<file path="src/rtl/forth_uart_tx_if.sv">
// forth_uart_tx_if: CPU data-port bundle between the forth CPU and the UART transmitter.
//   daddr       - CPU data address
//   ddata_write - CPU store data
//   dwrite      - CPU store strobe
//   ddata_read  - read data back to the CPU (zero when the peripheral is not selected)
//   sel         - peripheral selected by daddr
interface forth_uart_tx_if;
  logic [7:0]  daddr;
  logic [15:0] ddata_write;
  logic        dwrite;
  logic [15:0] ddata_read;
  logic        sel;

  modport master (
    output daddr,
    output ddata_write,
    output dwrite,
    input  ddata_read,
    input  sel
  );

  modport slave (
    input  daddr,
    input  ddata_write,
    input  dwrite,
    output ddata_read,
    output sel
  );
endinterface

</file>
<file path="src/rtl/forth_uart_tx.sv">
// forth_uart_tx: memory-mapped 8N1 UART transmitter for the forth CPU data port.
// CPU stores to BASE are queued in a small FIFO and serialised LSB first onto txd.
// STATUS at BASE+1 reports {count, 4'b0, overflow, busy, empty, full}; writing it with
// bit 3 set clears the sticky overflow flag.
//   clk   - system clock, rising edge
//   reset - asynchronous, active-low reset
//   bus   - CPU data port (slave side): daddr, ddata_write, dwrite, ddata_read, sel
//   txd   - serial output, idle high
module forth_uart_tx #(
  parameter logic [7:0]  BASE         = 8'hF0,
  parameter int unsigned CLKS_PER_BIT = 434,
  parameter int unsigned DEPTH_LOG2   = 3
) (
  input  logic           clk,
  input  logic           reset,
  forth_uart_tx_if.slave bus,
  output logic           txd
);

  localparam int unsigned          DEPTH     = 1 << DEPTH_LOG2;
  localparam int unsigned          BAUD_W    = $clog2(CLKS_PER_BIT);
  localparam logic [7:0]           STAT_ADDR = BASE + 8'd1;
  localparam logic [BAUD_W-1:0]    BAUD_LAST = BAUD_W'(CLKS_PER_BIT - 1);
  localparam logic [BAUD_W-1:0]    BAUD_ONE  = 1;
  localparam logic [DEPTH_LOG2:0]  CNT_FULL  = (DEPTH_LOG2 + 1)'(DEPTH);
  localparam logic [DEPTH_LOG2:0]  CNT_ONE   = 1;
  localparam logic [DEPTH_LOG2-1:0] PTR_ONE  = 1;

  typedef enum logic [1:0] {StIdle, StStart, StData, StStop} state_e;

  // FIFO storage and bookkeeping
  logic [7:0]            r_mem [DEPTH];
  logic [DEPTH_LOG2-1:0] r_wr_ptr;
  logic [DEPTH_LOG2-1:0] r_rd_ptr;
  logic [DEPTH_LOG2:0]   r_count;
  logic [DEPTH_LOG2:0]   w_count_next;
  logic                  r_ovf;

  // Transmit FSM
  state_e                r_state;
  state_e                w_state_next;
  logic [BAUD_W-1:0]     r_baud;
  logic [BAUD_W-1:0]     w_baud_next;
  logic [2:0]            r_bit;
  logic [2:0]            w_bit_next;
  logic [7:0]            r_shift;
  logic [7:0]            w_shift_next;

  logic w_sel_data;
  logic w_sel_stat;
  logic w_full;
  logic w_empty;
  logic w_busy;
  logic w_push_req;
  logic w_push;
  logic w_pop;
  logic w_ovf_set;
  logic w_ovf_clr;
  logic w_baud_done;
  logic w_unused_wdata;

  assign w_sel_data = (bus.daddr == BASE);
  assign w_sel_stat = (bus.daddr == STAT_ADDR);
  assign w_full     = (r_count == CNT_FULL);
  assign w_empty    = (r_count == '0);
  assign w_busy     = (r_state != StIdle);

  assign w_pop      = (r_state == StIdle) && !w_empty;
  assign w_push_req = bus.dwrite && w_sel_data;
  // A full FIFO still accepts a byte when the head leaves on the same edge.
  assign w_push     = w_push_req && (!w_full || w_pop);
  assign w_ovf_set  = w_push_req && !w_push;
  assign w_ovf_clr  = bus.dwrite && w_sel_stat && bus.ddata_write[3];

  assign w_baud_done = (r_baud == BAUD_LAST);

  // Only the low byte of a store carries data.
  assign w_unused_wdata = ^bus.ddata_write[15:8];

  // ---------------------------------------------------------------------------
  // FIFO
  // ---------------------------------------------------------------------------
  always_ff @(posedge clk) begin
    if (w_push) begin
      r_mem[r_wr_ptr] <= bus.ddata_write[7:0];
    end
  end

  always_comb begin
    w_count_next = r_count;
    case ({w_push, w_pop})
      2'b10:   w_count_next = r_count + CNT_ONE;
      2'b01:   w_count_next = r_count - CNT_ONE;
      default: w_count_next = r_count;
    endcase
  end

  always_ff @(posedge clk or negedge reset) begin
    if (!reset) begin
      r_wr_ptr <= '0;
      r_rd_ptr <= '0;
      r_count  <= '0;
      r_ovf    <= 1'b0;
    end else begin
      if (w_push) r_wr_ptr <= r_wr_ptr + PTR_ONE;
      if (w_pop)  r_rd_ptr <= r_rd_ptr + PTR_ONE;
      r_count <= w_count_next;
      if (w_ovf_set) begin
        r_ovf <= 1'b1;
      end else if (w_ovf_clr) begin
        r_ovf <= 1'b0;
      end
    end
  end

  // ---------------------------------------------------------------------------
  // Transmit FSM
  // ---------------------------------------------------------------------------
  always_ff @(posedge clk or negedge reset) begin
    if (!reset) begin
      r_state <= StIdle;
      r_baud  <= '0;
      r_bit   <= '0;
      r_shift <= '0;
    end else begin
      r_state <= w_state_next;
      r_baud  <= w_baud_next;
      r_bit   <= w_bit_next;
      r_shift <= w_shift_next;
    end
  end

  always_comb begin
    w_state_next = r_state;
    w_baud_next  = r_baud;
    w_bit_next   = r_bit;
    w_shift_next = r_shift;
    case (r_state)
      StIdle: begin
        if (!w_empty) begin
          w_state_next = StStart;
          w_baud_next  = '0;
          w_shift_next = r_mem[r_rd_ptr];
        end
      end
      StStart: begin
        if (w_baud_done) begin
          w_state_next = StData;
          w_baud_next  = '0;
          w_bit_next   = '0;
        end else begin
          w_baud_next = r_baud + BAUD_ONE;
        end
      end
      StData: begin
        if (w_baud_done) begin
          w_baud_next  = '0;
          w_shift_next = {1'b0, r_shift[7:1]};
          if (r_bit == 3'd7) begin
            w_state_next = StStop;
          end else begin
            w_bit_next = r_bit + 3'd1;
          end
        end else begin
          w_baud_next = r_baud + BAUD_ONE;
        end
      end
      StStop: begin
        if (w_baud_done) begin
          w_state_next = StIdle;
          w_baud_next  = '0;
        end else begin
          w_baud_next = r_baud + BAUD_ONE;
        end
      end
      default: w_state_next = StIdle;
    endcase
  end

  // txd decoded straight from state so an asynchronous reset forces idle high at once.
  always_comb begin
    txd = 1'b1;
    case (r_state)
      StStart: txd = 1'b0;
      StData:  txd = r_shift[0];
      default: txd = 1'b1;
    endcase
  end

  // ---------------------------------------------------------------------------
  // Read path: zero when not selected so it can be OR-ed with the RAM read bus
  // ---------------------------------------------------------------------------
  assign bus.sel = w_sel_data | w_sel_stat;

  always_comb begin
    bus.ddata_read = '0;
    if (w_sel_stat) begin
      bus.ddata_read = {8'(r_count), 4'b0000, r_ovf, w_busy, w_empty, w_full};
    end
  end

endmodule

</file>
<file path="src/flat_wrapper.sv">
// flat-port wrapper written by rule: the top's interface ports become plain ports
module forth_uart_tx_flat 
#(
  parameter logic [7:0]  BASE         = 8'hF0,
  parameter int unsigned CLKS_PER_BIT = 434,
  parameter int unsigned DEPTH_LOG2   = 3
)
  (clk, reset, txd, bus_daddr, bus_ddata_write, bus_dwrite, bus_ddata_read, bus_sel);
  forth_uart_tx_if bus_i ();
  input  logic clk;
  input  logic reset;
  output logic txd;
  input wire logic [$bits(bus_i.daddr)-1:0] bus_daddr;
  input wire logic [$bits(bus_i.ddata_write)-1:0] bus_ddata_write;
  input wire logic [$bits(bus_i.dwrite)-1:0] bus_dwrite;
  output wire logic [$bits(bus_i.ddata_read)-1:0] bus_ddata_read;
  output wire logic [$bits(bus_i.sel)-1:0] bus_sel;
  assign bus_i.daddr = bus_daddr;
  assign bus_i.ddata_write = bus_ddata_write;
  assign bus_i.dwrite = bus_dwrite;
  assign bus_ddata_read = bus_i.ddata_read;
  assign bus_sel = bus_i.sel;
  forth_uart_tx #(.BASE(BASE), .CLKS_PER_BIT(CLKS_PER_BIT), .DEPTH_LOG2(DEPTH_LOG2)) u_core (.clk(clk), .reset(reset), .bus(bus_i), .txd(txd));
endmodule
</file>
<file path="config.mk">
export PLATFORM = sky130hd
export DESIGN_NAME = forth_uart_tx_flat
export DESIGN_NICKNAME = d
export VERILOG_FILES = /design/src/rtl/forth_uart_tx_if.sv /design/src/rtl/forth_uart_tx.sv /design/src/flat_wrapper.sv
export SDC_FILE = /design/constraint.sdc
export NUM_CORES = 1
export LEC_CHECK = 0
export BUFFER_PORTS_ARGS = -buffer_cell sky130_fd_sc_hd__buf_2
export CAP_MARGIN = 20
export CORE_MARGIN = 2
export CORE_UTILIZATION = 35
export DETAILED_ROUTE_END_ITERATION = 6
export PLACE_DENSITY = 0.63
export SLEW_MARGIN = 5
export SYNTH_ARGS = -nofsm -noshare
export SYNTH_HDL_FRONTEND = slang
export SYNTH_SLANG_ARGS = --single-unit
</file>
<file path="constraint.sdc">
create_clock -name clk -period 3.35 [get_ports clk]
set_input_delay 0.5025 -clock clk [delete_from_list [all_inputs] [get_ports clk]]
set_output_delay 0.5025 -clock clk [all_outputs]
set_load 0.1 [all_outputs]
</file>
==> run metrics <==
routability congestion estimate 0.7621; routed vias/inst between 5 and 6; Initial DRT Pass Iterations 4; Reg clk slew, reported paths 0.06 ns; slew margin rel. 48.29%; initial antenna violation count 0; largest net degree at the start of global routing 34; DRT antenna net count 0; Yosys cell types 56; post-detail-place hpwl 5375 um; Req. time, crit path about 2.9 ns; Design Area, Final 5162 um^2; worst r2r src u_core.r_count[1]; most frequent cell after synthesis edfxtp_1; Worst R2R End u_core.r_count[2]; Synth Flop Type edfxtp_1; clock skew slightly above 0.007 ns; Synth Register Bits 97; routed wire length 8106 um; Die ar. between 10,000 and 15,000 um^2; CTS hold repair buffers 0; Startpoint Class flip-flop; H-Tree Depth 3; IO buf count 28; CORE AREA 12,670 um^2; Synth Instances 301; yosys warns 0; vias in the first global route 2,552; placed cells 496; RSZ-0062 raised after global routing false; Num CTS Buffers 9; area leader, netlist edfxtp_1; setup TNS 0 ns; post-CTS resize count 0; grt ovf 0; layout cell share with drive strength beyond 1 a little over a quarter; number of flops mapped to enable cells by yosys 64; Top Ports 45; Synth area leaders edfxtp_1 42%, dfrtp_1 18%, mux2_2 4.9%; die height 118.1 um; postcts setup bufs 0; CP endpoint kind output port; CP cell instances inv_1 -> ha_1 -> mux2i_2 -> buf_2; CTS tree yes; Async SR Flop Fraction 34.02%; max-cap viol count 0; Leak Pwr 1.940 nW; max-slew violations 0; P&R area growth vs syn 13.23%; fmax roughly 0.37 GHz; Synth top area share 42.15%; Starting Density 35.98%; fin crit share between 80% and 90%; Worst EP arrival 2.24 ns; R2R setup slack 0.66 ns; status complete, no violations; Clk Latency, worst-skew pair 0.35 ns; final hold violations 0; largest stage delay on the critical path 0.63 ns; row count 41; placed instance area between 4000 and 5000 um^2; register area share after synthesis about 60%; CP Max Fanout 17; # setup viols final 0; CTS max path bufs 2; Num Clock Sinks 97; R2R cell count 9; GR Util All Layers between 10% and 20%; Crit Path Class flip-flop to output port; Commonest cells post-synth 64 x edfxtp_1, 33 x dfrtp_1, 20 x mux2_2; Crit path max-delay family adder cells; Non-Filler Instances slightly above 500; Worst IR Drop VDD 383.8 uV; crit path to txd; 1st-iter DRT viols 122; first-pass GRT wire length 13,480 um; number of remaining DRC errors 0; Layout Nets 376; worst hold path type input port to asynchronous set/reset pin; min cycle time layout between 2 and 3 ns; Critical-path top delay cell ha_1; Cell Area, Synth about 4600 um^2; Root Driver clkbuf_16; Ant. Diodes 0; Cell Pwr Density 736.6 nW/um^2; Via Count 2,571; Crit path buffers/inverters 2; worst-margin pin slew 0.7756 ns; Crit. Startpoint u_core.r_state[0]; routed len/inst 15.83 um; die width 118.1 um; average cell area after synthesis ~15 um^2; critical path depth 4
-- metrics by stage --
step / util, % / hold slack, ns / total power, mW / setup slack, ns
CTS: 40.74 / 0.2549 / 3.856 / 0.5702
finish: 40.74 / 0.2278 / 3.803 / 0.6105
global placement: 38.61 / 0.4845 / 2.878 / 0.6533
detailed placement: 38.61 / 0.4982 / 2.909 / 0.6190
global route: 40.74 / 0.2990 / 4.048 / 0.4040
floorplan: - / 0.2069 / 2.689 / 0.1807
-- routing by layer --
layer / GRT usage [%] / up-vias / wire (um)
li1: - / 1226 / -
met1: 15.90 / 1300 / 3669
met2: 20.45 / 33 / 4047
met3: 2.654 / 12 / 216
met4: 6.099 / 0 / 172
met5: 0 / - / 0
-- how the worst min path moves through the flow --
stage                      start                  to  slack, ns  depth (start not counted)
6_report                   reset  u_core.r_wr_ptr[1]       0.23                          1
5_1_grt                    reset   u_core.r_count[1]       0.30                          1
4_1_cts                    reset   u_core.r_count[1]       0.25                          1
3_5_place_dp        u_core.r_ovf        u_core.r_ovf       0.50                          1
3_3_place_gp   u_core.r_shift[5]   u_core.r_shift[5]       0.48                          1
2_1_floorplan              reset    u_core.r_baud[0]       0.21                          0
-- cell usage in the layout (no fill, tap or decap), drive strengths merged, types with 2 or more instances in the layout --
master and count:
o2111ai 2, nand3 2, inv 8, conb 8
nand3b 2, nand2b 3, nand4bb 2, ha 14
nand4 6, a22o 6, mux4 16, clkinv 2
nand4b 3, a22oi 2, a21oi 5, mux2i 4
buf 39, nor2 17, xnor2 7, clkinvlp 3
xor2 6, mux2 24, and3 6, or2 2
nor4 3, dfrtp 33, and2 2, a211oi 4
clkbuf 9, edfxtp 64, nor3 7, a31oi 3
o21ai 6, nand2 4, or3 2
-- state kept, by name, indices dropped and copies added, names as in the netlist --
signal / flops
u_core.r_mem: 64
u_core.r_baud: 9
u_core.r_shift: 8
u_core.r_count: 4
u_core.r_bit: 3
u_core.r_rd_ptr: 3
u_core.r_wr_ptr: 3
u_core.r_state: 2
u_core.r_ovf: 1
-- report_power, final --
group | switching, mW | internal [mW]
Combinational | 0.629 | 0.627
Clock | 0.432 | 0.501
Sequential | 0.202 | 1.41
Total | 1.26 | 2.54
-- cell families (layout without fill, tap and decap cells) --
family                     count (synthesis)  after routing  synth area share (%)
DFF                                       97             97                 60.26
and+or+nand+nor                           68             68                 9.001
muxes                                     44             44                 15.29
AOI/OAI and AO/OA                         35             35                 5.324
buffers and inverters                     29             61                 3.705
adders and majority gates                 14             14                 3.842
xor gates and xnor gates                  13             13                 2.497
other                                      1              8               0.08225
-- area by class of cell --
class | count | area, um^2
flip-flops and latches | 97 | 2748
clock buffers | 9 | 225.2
inverters | 6 | 22.52
well taps | 172 | 215.2
clock inverters | 7 | 45.04
repair buffers | 39 | 222.7
fillers | 1184 | 7508
multi-input cells | 182 | 1684
(Power assumes the default switching activity.)
